--- src/rtl/fact_pkg.sv ---
// rtl/fact_pkg.sv - shared FSM states, ALU select codes and limits for the factorial datapath
package fact_pkg;

  typedef enum logic [1:0] {
    ST_IDLE = 2'd0,
    ST_MUL  = 2'd1,
    ST_DEC  = 2'd2,
    ST_DONE = 2'd3
  } fact_state_e;

  localparam logic [2:0] ALU_MUL = 3'b000;
  localparam logic [2:0] ALU_DEC = 3'b100;

  localparam int FACT_MAX_N = 5;

endpackage

--- src/rtl/factorial_ctrl.sv ---
// rtl/factorial_ctrl.sv - factorial sequencer driving the ALU; optional FACT_OVF_CHK_EN range short-cut
module factorial_ctrl
  import fact_pkg::*;
#(
  parameter int DATA_W = 8,
  parameter int MAX_N  = FACT_MAX_N
) (
  input  logic              clk,
  input  logic              rst_n,
  input  logic              start_i,
  input  logic [DATA_W-1:0] n_i,
  input  logic [DATA_W-1:0] alu_res_i,
  output logic [DATA_W-1:0] a_alu_o,
  output logic [DATA_W-1:0] b_alu_o,
  output logic [2:0]        sel_alu_o,
  output logic              busy_o,
  output logic              done_o,
  output logic [DATA_W-1:0] result_o,
  output logic              ovf_o
);

  localparam logic [DATA_W-1:0] ONE = DATA_W'(1);

  fact_state_e       state;
  logic [DATA_W-1:0] n_q;
  logic [DATA_W-1:0] acc_q;
  logic [DATA_W-1:0] result_q;
  logic              accept;
  logic              too_big;
  logic              res_load;

  assign accept = (state == ST_IDLE) && start_i;

`ifdef FACT_OVF_CHK_EN
  localparam logic [DATA_W-1:0] MAX_N_W = DATA_W'(MAX_N);
  assign too_big = (n_i > MAX_N_W);
`else
  assign too_big = 1'b0;
`endif

  // result/ovf load on every transition into DONE, from IDLE (short-cut) or from the final DEC
  assign res_load = (accept && ((n_i <= ONE) || too_big)) ||
                    ((state == ST_DEC) && (alu_res_i == ONE));

  // main sequencer: alternate multiply and decrement until N reaches one
  always_ff @(posedge clk or negedge rst_n) begin
    if (!rst_n) begin
      state    <= ST_IDLE;
      n_q      <= '0;
      acc_q    <= '0;
      result_q <= '0;
    end else begin
      case (state)
        ST_IDLE: begin
          if (start_i) begin
            n_q   <= n_i;
            acc_q <= ONE;
            if (too_big) begin
              result_q <= '1;
              state    <= ST_DONE;
            end else if (n_i <= ONE) begin
              result_q <= ONE;
              state    <= ST_DONE;
            end else begin
              state <= ST_MUL;
            end
          end
        end
        ST_MUL: begin
          acc_q <= alu_res_i;
          state <= ST_DEC;
        end
        ST_DEC: begin
          n_q <= alu_res_i;
          if (alu_res_i == ONE) begin
            result_q <= acc_q;
            state    <= ST_DONE;
          end else begin
            state <= ST_MUL;
          end
        end
        default: begin
          state <= ST_IDLE;
        end
      endcase
    end
  end

`ifdef FACT_OVF_CHK_EN
  logic ovf_q;

  // overflow flag follows result_o: set only by the out-of-range short-cut
  always_ff @(posedge clk or negedge rst_n) begin
    if (!rst_n) begin
      ovf_q <= 1'b0;
    end else if (res_load) begin
      ovf_q <= accept && too_big;
    end
  end

  assign ovf_o = ovf_q;
`else
  logic unused_load;
  assign unused_load = res_load;
  assign ovf_o       = 1'b0;
`endif

  // ALU drive decoded from registered state only, never from start_i
  always_comb begin
    a_alu_o   = '0;
    b_alu_o   = '0;
    sel_alu_o = ALU_MUL;
    case (state)
      ST_MUL: begin
        a_alu_o   = acc_q;
        b_alu_o   = n_q;
        sel_alu_o = ALU_MUL;
      end
      ST_DEC: begin
        a_alu_o   = n_q;
        sel_alu_o = ALU_DEC;
      end
      default: begin
        a_alu_o   = '0;
        b_alu_o   = '0;
        sel_alu_o = ALU_MUL;
      end
    endcase
  end

  assign busy_o   = (state != ST_IDLE);
  assign done_o   = (state == ST_DONE);
  assign result_o = result_q;

endmodule
--- config.mk ---
export PLATFORM = sky130hd
export DESIGN_NAME = factorial_ctrl
export DESIGN_NICKNAME = d
export VERILOG_FILES = /design/src/rtl/fact_pkg.sv /design/src/rtl/factorial_ctrl.sv
export SDC_FILE = /design/constraint.sdc
export NUM_CORES = 1
export LEC_CHECK = 0
export ABC_AREA = 0
export CAP_MARGIN = 20
export CORE_AREA = 5 5 73 75
export CTS_CLUSTER_DIAMETER = 80
export DETAILED_ROUTE_END_ITERATION = 8
export DIE_AREA = 0 0 78 80
export PLACE_DENSITY_LB_ADDON = 0.15
export SYNTH_ARGS = -nofsm -noshare
export SYNTH_HDL_FRONTEND = slang
export SYNTH_SLANG_ARGS = --single-unit
--- constraint.sdc ---
create_clock -name clk -period 2.75 [get_ports clk]
set_clock_uncertainty 0.05 [all_clocks]
set_input_delay 0.4125 -clock clk [delete_from_list [all_inputs] [get_ports clk]]
set_output_delay 0.4125 -clock clk [all_outputs]
set_load 0.005 [all_outputs]
==> parameters.txt, run 1 <==
Parameter                              Value

Status
  Run status    finished clean

Setup path
  Worst R2R End    n_q[3]
  CP Data Required Time    2.29 ns
  Worst endpoint data arrival time    2.02 ns
  Crit start category    flop
  Worst setup slack for register-to-register paths    0.55 ns
  Reg-to-Reg Start    state[0]
  Slowest Stage Delay on Critical Path    0.52 ns
  Crit. End Element    output port
  Cell with the largest stage delay on the worst path    sky130_fd_sc_hd__clkdlybuf4s50_1
  Crit path kind    flop to output port
  Worst path top cell family by delay    buffers and inverters
  Number of cells on the worst reg-to-reg path    5
  Source of the critical timing path    state[0]
  WP buf/inv    3
  Sequence of cells on the critical path    inv_1 -> ha_1 -> buf_12 -> a22oi_1 -> nor2b_1 -> clkdlybuf4s50_1
  Crit Path Max Fanout    36

STA
  RSZ-0062 raised after global routing    false
  Accumulated negative setup slack    0 ns
  Shortest clock period the worst path allows after layout    2.49 ns
  Worst-case headroom to the max-slew limit    48.1%
  Slew of the pin with the lowest slew margin    0.756 ns
  Count of endpoints failing hold in the final timing report    0
  Max frequency    402 MHz
  Fin crit share    90.4%
  Final count of negative-setup-slack endpoints    0
  Max-slew violation count    0

Power
  Power consumption    0.00206 W
  Cell leakage power    0.809 nW
  Power per unit of standard cell area    1000 nW/um^2
  VDD IR max    0.476 mV

Worst hold path
  Hold path start    n_q[4]
  End point of the worst hold path    n_q[4]
  Hold path depth    2
  Hold Path Class    flop to flop

Floorplan
  Starting density of the core    33.1%
  Die Span Y    80 um
  Placeable core region    4600 um^2
  Rows    25
  Top Ports    49
  Horiz. Die Dim    78 um
  Overall die area    6240 um^2

Routing
  DRC    0
  Wire length reported by the detailed router    4.20 mm
  Average wire per standard cell    16.7 um
  Detailed-routing iteration count for the pre-antenna-repair pass    4
  Count of routing violations after the opening detailed-route iteration    95
  Via Count    1373
  Remaining number of nets flagged by the antenna check after routing    0
  Vias per cell    5.47

Logic synthesis
  Number of library cell types mapped by synthesis    33
  Flip-flop and latch count after synthesis    26
  Instance count of the mapped netlist    158
  Sequential fraction of the synthesis area    42.7%
  Xor and xnor area share after synthesis    0%
  Synthesized-area fraction occupied by ao, oa, aoi and oai cells    21.9%
  Post-synthesis share of cell area spent on and, or, nand and nor gates    18.2%
  Combinational family with the most area after synthesis    compound AO/OA/AOI/OAI gates
  Synthesis Warnings    0
  Average cell area after synthesis    9.64 um^2
  Adder-cell share of the synthesized area    4.11%
  Mux share of post-synthesis cell area    6.66%
  Post-synthesis instance area    1520 um^2

CTS
  Clock Pin Slew Worst Setup and Hold Paths    0.09 ns
  # hold bufs at CTS    0
  Clk sinks    26
  Later-pin clock latency in the skew report    0.27 ns
  Clock tree root driver cell    sky130_fd_sc_hd__clkbuf_8
  Maximum count of clock buffers along a single path    2
  Total CTS buffers    3
  Setup Fix Bufs, Post-CTS    0
  Number of levels the H-tree was split into    1
  CTS tree    yes
  Number of cells upsized or downsized after cts    0

Placed design
  Placer Congestion    0.794
  PortBufs    45
  Post-DP HPWL    3.16 mm
  Post-placement cell count    248

Layout
  Share of layout cells above drive strength 1    5.58%
  Footprint of the multi-input gates    786 um^2
  Most common cell after layout, fill and taps aside    sky130_fd_sc_hd__clkdlybuf4s50_1
  Filler cell count    449
  Antenna Diode Count    0
  Highest-count cells in the layout ignoring fill and taps    45 x sky130_fd_sc_hd__clkdlybuf4s50_1, 26 x sky130_fd_sc_hd__dfrtp_1, 15 x sky130_fd_sc_hd__o21ai_0, 14 x sky130_fd_sc_hd__nand3_1, 10 x sky130_fd_sc_hd__and2_1
  Count of placed standard cells in the final layout, fillers left out    251
  Signed area change from the synthesized netlist to the final layout    35.1%
  Final-stage net count    223
  Sequential cell area    651 um^2

Global route
  First-pass GRT wire length    6.84 mm
  Maximum number of pins on one net before global-route repair    37
  Grt ovf    0
  Initial antenna violation count    0
  Number of global-route vias before repair    1416
  All-Layer GR Usage    13.8%

Run
  Max-cap violations    0
==> cells in the mapped netlist <==
cell type	instances	area, um^2
sky130_fd_sc_hd__dfrtp_1	26	651
sky130_fd_sc_hd__nor2b_1	8	50.1
sky130_fd_sc_hd__mux2_2	1	11.3
sky130_fd_sc_hd__buf_6	1	11.3
sky130_fd_sc_hd__o221a_2	1	11.3
sky130_fd_sc_hd__nand4_1	1	6.26
sky130_fd_sc_hd__nor4_1	1	6.26
sky130_fd_sc_hd__a22oi_1	9	67.6
sky130_fd_sc_hd__o41ai_1	1	8.76
sky130_fd_sc_hd__nand2_1	9	33.8
sky130_fd_sc_hd__a22o_1	7	61.3
sky130_fd_sc_hd__o21ai_0	15	75.1
sky130_fd_sc_hd__nand2b_1	1	6.26
sky130_fd_sc_hd__nand3_1	14	70.1
sky130_fd_sc_hd__conb_1	1	3.75
sky130_fd_sc_hd__ha_1	5	62.6
sky130_fd_sc_hd__a211oi_1	1	7.51
sky130_fd_sc_hd__o311ai_1	2	17.5
sky130_fd_sc_hd__and2_1	10	62.6
sky130_fd_sc_hd__inv_1	5	18.8
sky130_fd_sc_hd__or4_4	1	11.3
sky130_fd_sc_hd__clkbuf_1	10	37.5
sky130_fd_sc_hd__nor4b_1	1	8.76
sky130_fd_sc_hd__nand3b_1	1	7.51
sky130_fd_sc_hd__o41a_4	1	21.3
sky130_fd_sc_hd__a221oi_1	1	8.76
sky130_fd_sc_hd__nor2_1	4	15.0
sky130_fd_sc_hd__o311ai_0	5	43.8
sky130_fd_sc_hd__o21ai_1	1	5.00
sky130_fd_sc_hd__a21oi_1	1	5.00
sky130_fd_sc_hd__buf_4	3	22.5
sky130_fd_sc_hd__mux2i_1	9	90.1
sky130_fd_sc_hd__buf_1	1	3.75
==> where the power goes <==
part | switching (W) | leakage, nW | total, W | internal (W)
clock | 0.000120 | 0.0216 | 0.000219 | 0.0000983
sequential | 0.000125 | 0.331 | 0.000663 | 0.000538
combinational | 0.000572 | 0.457 | 0.00117 | 0.000602
==> metal layers <==
metal | vias up | track usage (%) | routed length (um)
met1 | 671 | 16.8 | 1760
met5 | - | 0 | 0
met3 | 6 | 3.95 | 236
met4 | 0 | 3.89 | 61
met2 | 46 | 23.5 | 2140
li1 | 650 | - | -
==> flip-flops by register name, summed over array words and instances, names as in the netlist <==
name,flops
acc_q,8
result_o,8
n_q,8
state,2
==> worst reg2reg max path, stage by stage (launching register included) <==
cell and delay (ns):
sky130_fd_sc_hd__dfrtp_1 0.44, sky130_fd_sc_hd__inv_1 0.10, sky130_fd_sc_hd__ha_1 0.37, sky130_fd_sc_hd__mux2i_1 0.70, sky130_fd_sc_hd__buf_4 0.31, sky130_fd_sc_hd__o21ai_0 0.11
==> logic make-up after synthesis <==
group | count (synthesis)
mux | 10
fa+ha+maj | 5
buf+inv | 20
compound gates | 45
flops | 26
other cells | 1
simple gates | 51
==> metrics by stage <==
step	cell area, um^2	hold WS, ns	setup slack (ns)	utilization [%]
after global routing	2060	0.485	0.177	44.7
final	2060	0.455	0.264	44.7
after floorplan	1530	0.0669	0.837	-
after global placement	2020	0.433	0.427	43.8
after CTS	2060	0.460	0.266	44.7
after detailed placement	2020	0.440	0.332	43.8
==> cell type report <==
type	count	share of cell area, %
Timing Repair Buffer	49	24.0
Sequential cell	26	31.6
Tap cell	54	3.28
Clock buffer	3	2.01
Inverter	5	0.912
Multi-Input combinational cell	114	38.2
==> how the worst max path moves through the flow <==
| stage | to | slack, ns | depth (start not counted) |
|---|---|---|---|
| after floorplan | a_alu_o[0] | 0.84 | 6 |
| after global placement | result_o[4] | 0.43 | 5 |
| after detailed placement | result_o[5] | 0.33 | 4 |
| after CTS | a_alu_o[6] | 0.27 | 6 |
| after global routing | a_alu_o[5] | 0.18 | 6 |
| final | a_alu_o[5] | 0.26 | 6 |
(Power assumes the default switching activity.)
==> inputs of run 2 (changes only) <==
--- a/config.mk
+++ b/config.mk
@@ -7,10 +7,13 @@
 export LEC_CHECK = 0
 export ABC_AREA = 0
 export CAP_MARGIN = 20
-export CORE_AREA = 5 5 73 75
+export CELL_PAD_IN_SITES_DETAIL_PLACEMENT = 2
+export CELL_PAD_IN_SITES_GLOBAL_PLACEMENT = 2
+export CORE_AREA = 5 5 79 81
 export CTS_CLUSTER_DIAMETER = 80
 export DETAILED_ROUTE_END_ITERATION = 8
-export DIE_AREA = 0 0 78 80
+export DIE_AREA = 0 0 84 86
+export HOLD_SLACK_MARGIN = 0.02
 export PLACE_DENSITY_LB_ADDON = 0.15
 export SYNTH_ARGS = -nofsm -noshare
 export SYNTH_HDL_FRONTEND = slang
==> parameters.txt, run 2 (synthesis results as in run 1) <==
Parameter                              Value

Floorplan
  Top Ports    49 (unchanged)
  Die Span Y    86 um (+7.5%)
  Horiz. Die Dim    84 um (+7.7%)
  Placeable core region    5410 um^2 (+18%)
  Rows    27 (+8.0%)
  Overall die area    7220 um^2 (+16%)
  Starting density of the core    28.2% (-4.9 points)

Routing
  DRC    0 (unchanged)
  Count of routing violations after the opening detailed-route iteration    63 (-34%)
  Detailed-routing iteration count for the pre-antenna-repair pass    4 (unchanged)
  Vias per cell    5.19 (-5.0%)
  Remaining number of nets flagged by the antenna check after routing    0 (unchanged)
  Wire length reported by the detailed router    5.03 mm (+20%)
  Average wire per standard cell    18.5 um (+11%)
  Via Count    1413 (+2.9%)

Placed design
  PortBufs    45 (unchanged)
  Post-DP HPWL    3.90 mm (+23%)
  Post-placement cell count    268 (+8.1%)
  Placer Congestion    0.798 (+0.50%)
  Cell area after placement    2040 um^2 (+1.2%)

Layout
  Final-stage net count    225 (+0.90%)
  Antenna Diode Count    0 (unchanged)
  Filler cell count    605 (+35%)
  Signed area change from the synthesized netlist to the final layout    37.6%
  Area of all placed cells without fillers    2100 um^2 (+1.9%)
  Most common cell after layout, fill and taps aside    sky130_fd_sc_hd__clkdlybuf4s50_1
  Count of placed standard cells in the final layout, fillers left out    272 (+8.4%)
  Highest-count cells in the layout ignoring fill and taps    45 x sky130_fd_sc_hd__clkdlybuf4s50_1, 26 x sky130_fd_sc_hd__dfrtp_1, 15 x sky130_fd_sc_hd__o21ai_0, 14 x sky130_fd_sc_hd__nand3_1, 10 x sky130_fd_sc_hd__and2_1
  Share of layout cells above drive strength 1    7.00% (+1.4 points)

STA
  Accumulated negative setup slack    0 ns (unchanged)
  Max frequency    388 MHz (-3.7%)
  RSZ-0062 raised after global routing    false
  Final count of negative-setup-slack endpoints    0 (unchanged)
  Shortest clock period the worst path allows after layout    2.58 ns (+0.0942 ns)
  Max-slew violation count    0 (unchanged)
  Worst-case headroom to the max-slew limit    42.0% (-6.1 points)
  Count of endpoints failing hold in the final timing report    0 (unchanged)
  Slew of the pin with the lowest slew margin    0.846 ns (+0.0894 ns)
  Fin crit share    93.8% (+3.4 points)

Power
  VDD IR max    0.328 mV (-31%)
  Cell leakage power    0.823 nW (+1.7%)
  Power per unit of standard cell area    1020 nW/um^2 (+2.4%)

CTS
  Setup Fix Bufs, Post-CTS    0 (unchanged)
  Number of cells upsized or downsized after cts    0 (unchanged)
  Number of levels the H-tree was split into    1 (unchanged)
  Total CTS buffers    3 (unchanged)
  Maximum count of clock buffers along a single path    2 (unchanged)
  Clk sinks    26 (unchanged)
  Clock tree root driver cell    sky130_fd_sc_hd__clkbuf_8
  Clock Pin Slew Worst Setup and Hold Paths    0.10 ns (about the same)
  Later-pin clock latency in the skew report    0.27 ns (about the same)
  # hold bufs at CTS    0 (unchanged)
  CTS tree    yes

Setup path
  CP Data Required Time    2.29 ns (about the same)
  Crit Path Max Fanout    27 (-25%)
  Number of cells on the worst reg-to-reg path    6 (+1)
  Crit path kind    flop to output port
  Crit. End Element    output port
  Worst endpoint data arrival time    2.12 ns (+0.10 ns)
  Crit start category    flop

Global route
  Grt ovf    0 (unchanged)
  Number of global-route vias before repair    1604 (+13%)
  Maximum number of pins on one net before global-route repair    28 (-24%)
  All-Layer GR Usage    14.2% (+0.46 points)
  First-pass GRT wire length    8.28 mm (+21%)
  Initial antenna violation count    0 (unchanged)

Run
  Max-cap violations    0 (unchanged)

Status
  Run status    finished clean

Worst hold path
  Hold Path Class    primary input to asynchronous set/reset pin
## run 2: metrics by stage
step	power (W)	hold slack, ns	setup WS [ns]	util, %
after floorplan	0.00133	0.0669	0.837	-
after global placement	0.00185	0.436	0.416	37.8
after detailed placement	0.00191	0.447	0.254	37.8
after CTS	0.00218	0.468	0.150	38.8
after global routing	0.00231	0.493	0.0252	38.8
final	0.00214	0.460	0.170	38.8
## run 2: critical path, cell delays in order, from the launching register on
cell	delay, ns
sky130_fd_sc_hd__dfrtp_1	0.44
sky130_fd_sc_hd__inv_1	0.10
sky130_fd_sc_hd__ha_1	0.16
sky130_fd_sc_hd__buf_4	0.32
sky130_fd_sc_hd__a22oi_1	0.15
sky130_fd_sc_hd__nor2b_1	0.14
sky130_fd_sc_hd__clkdlybuf4s50_1	0.52
## run 2: cell type report
type	instances	area [um^2]	share of cell area (%)
inverters	5	18.8	0.896
flip-flops and latches	26	651	31.0
well taps	72	90.1	4.30
multi-input cells	114	786	37.5
repair buffers	51	495	23.6
clock buffers	4	55.1	2.63
## run 2: where the power goes
part	total [W]	switching, W	internal, W
sequential	0.000670	0.000133	0.000538
combinational	0.00122	0.000618	0.000603
clock	0.000254	0.000126	0.000128
## run 2: final timing paths
kind	startpoint	endpoint	slack [ns]
max reg2reg	state[0]	n_q[5]	0.46
max in group asynchronous	rst_n	n_q[2]	1.93
max	state[0]	a_alu_o[6]	0.17
min in group clk	n_q[7]	n_q[7]	0.47
min reg2reg	n_q[7]	n_q[7]	0.47
min	rst_n	n_q[5]	0.46
## run 2: metal layers
| layer | GRT usage, % | vias up | share of wire [%] |
|---|---|---|---|
| met5 | 0 | - | 0 |
| met4 | 3.95 | 0 | 0.83 |
| met3 | 2.40 | 4 | 3.2 |
| met2 | 25.3 | 28 | 50 |
| met1 | 17.8 | 723 | 46 |
| li1 | - | 658 | - |
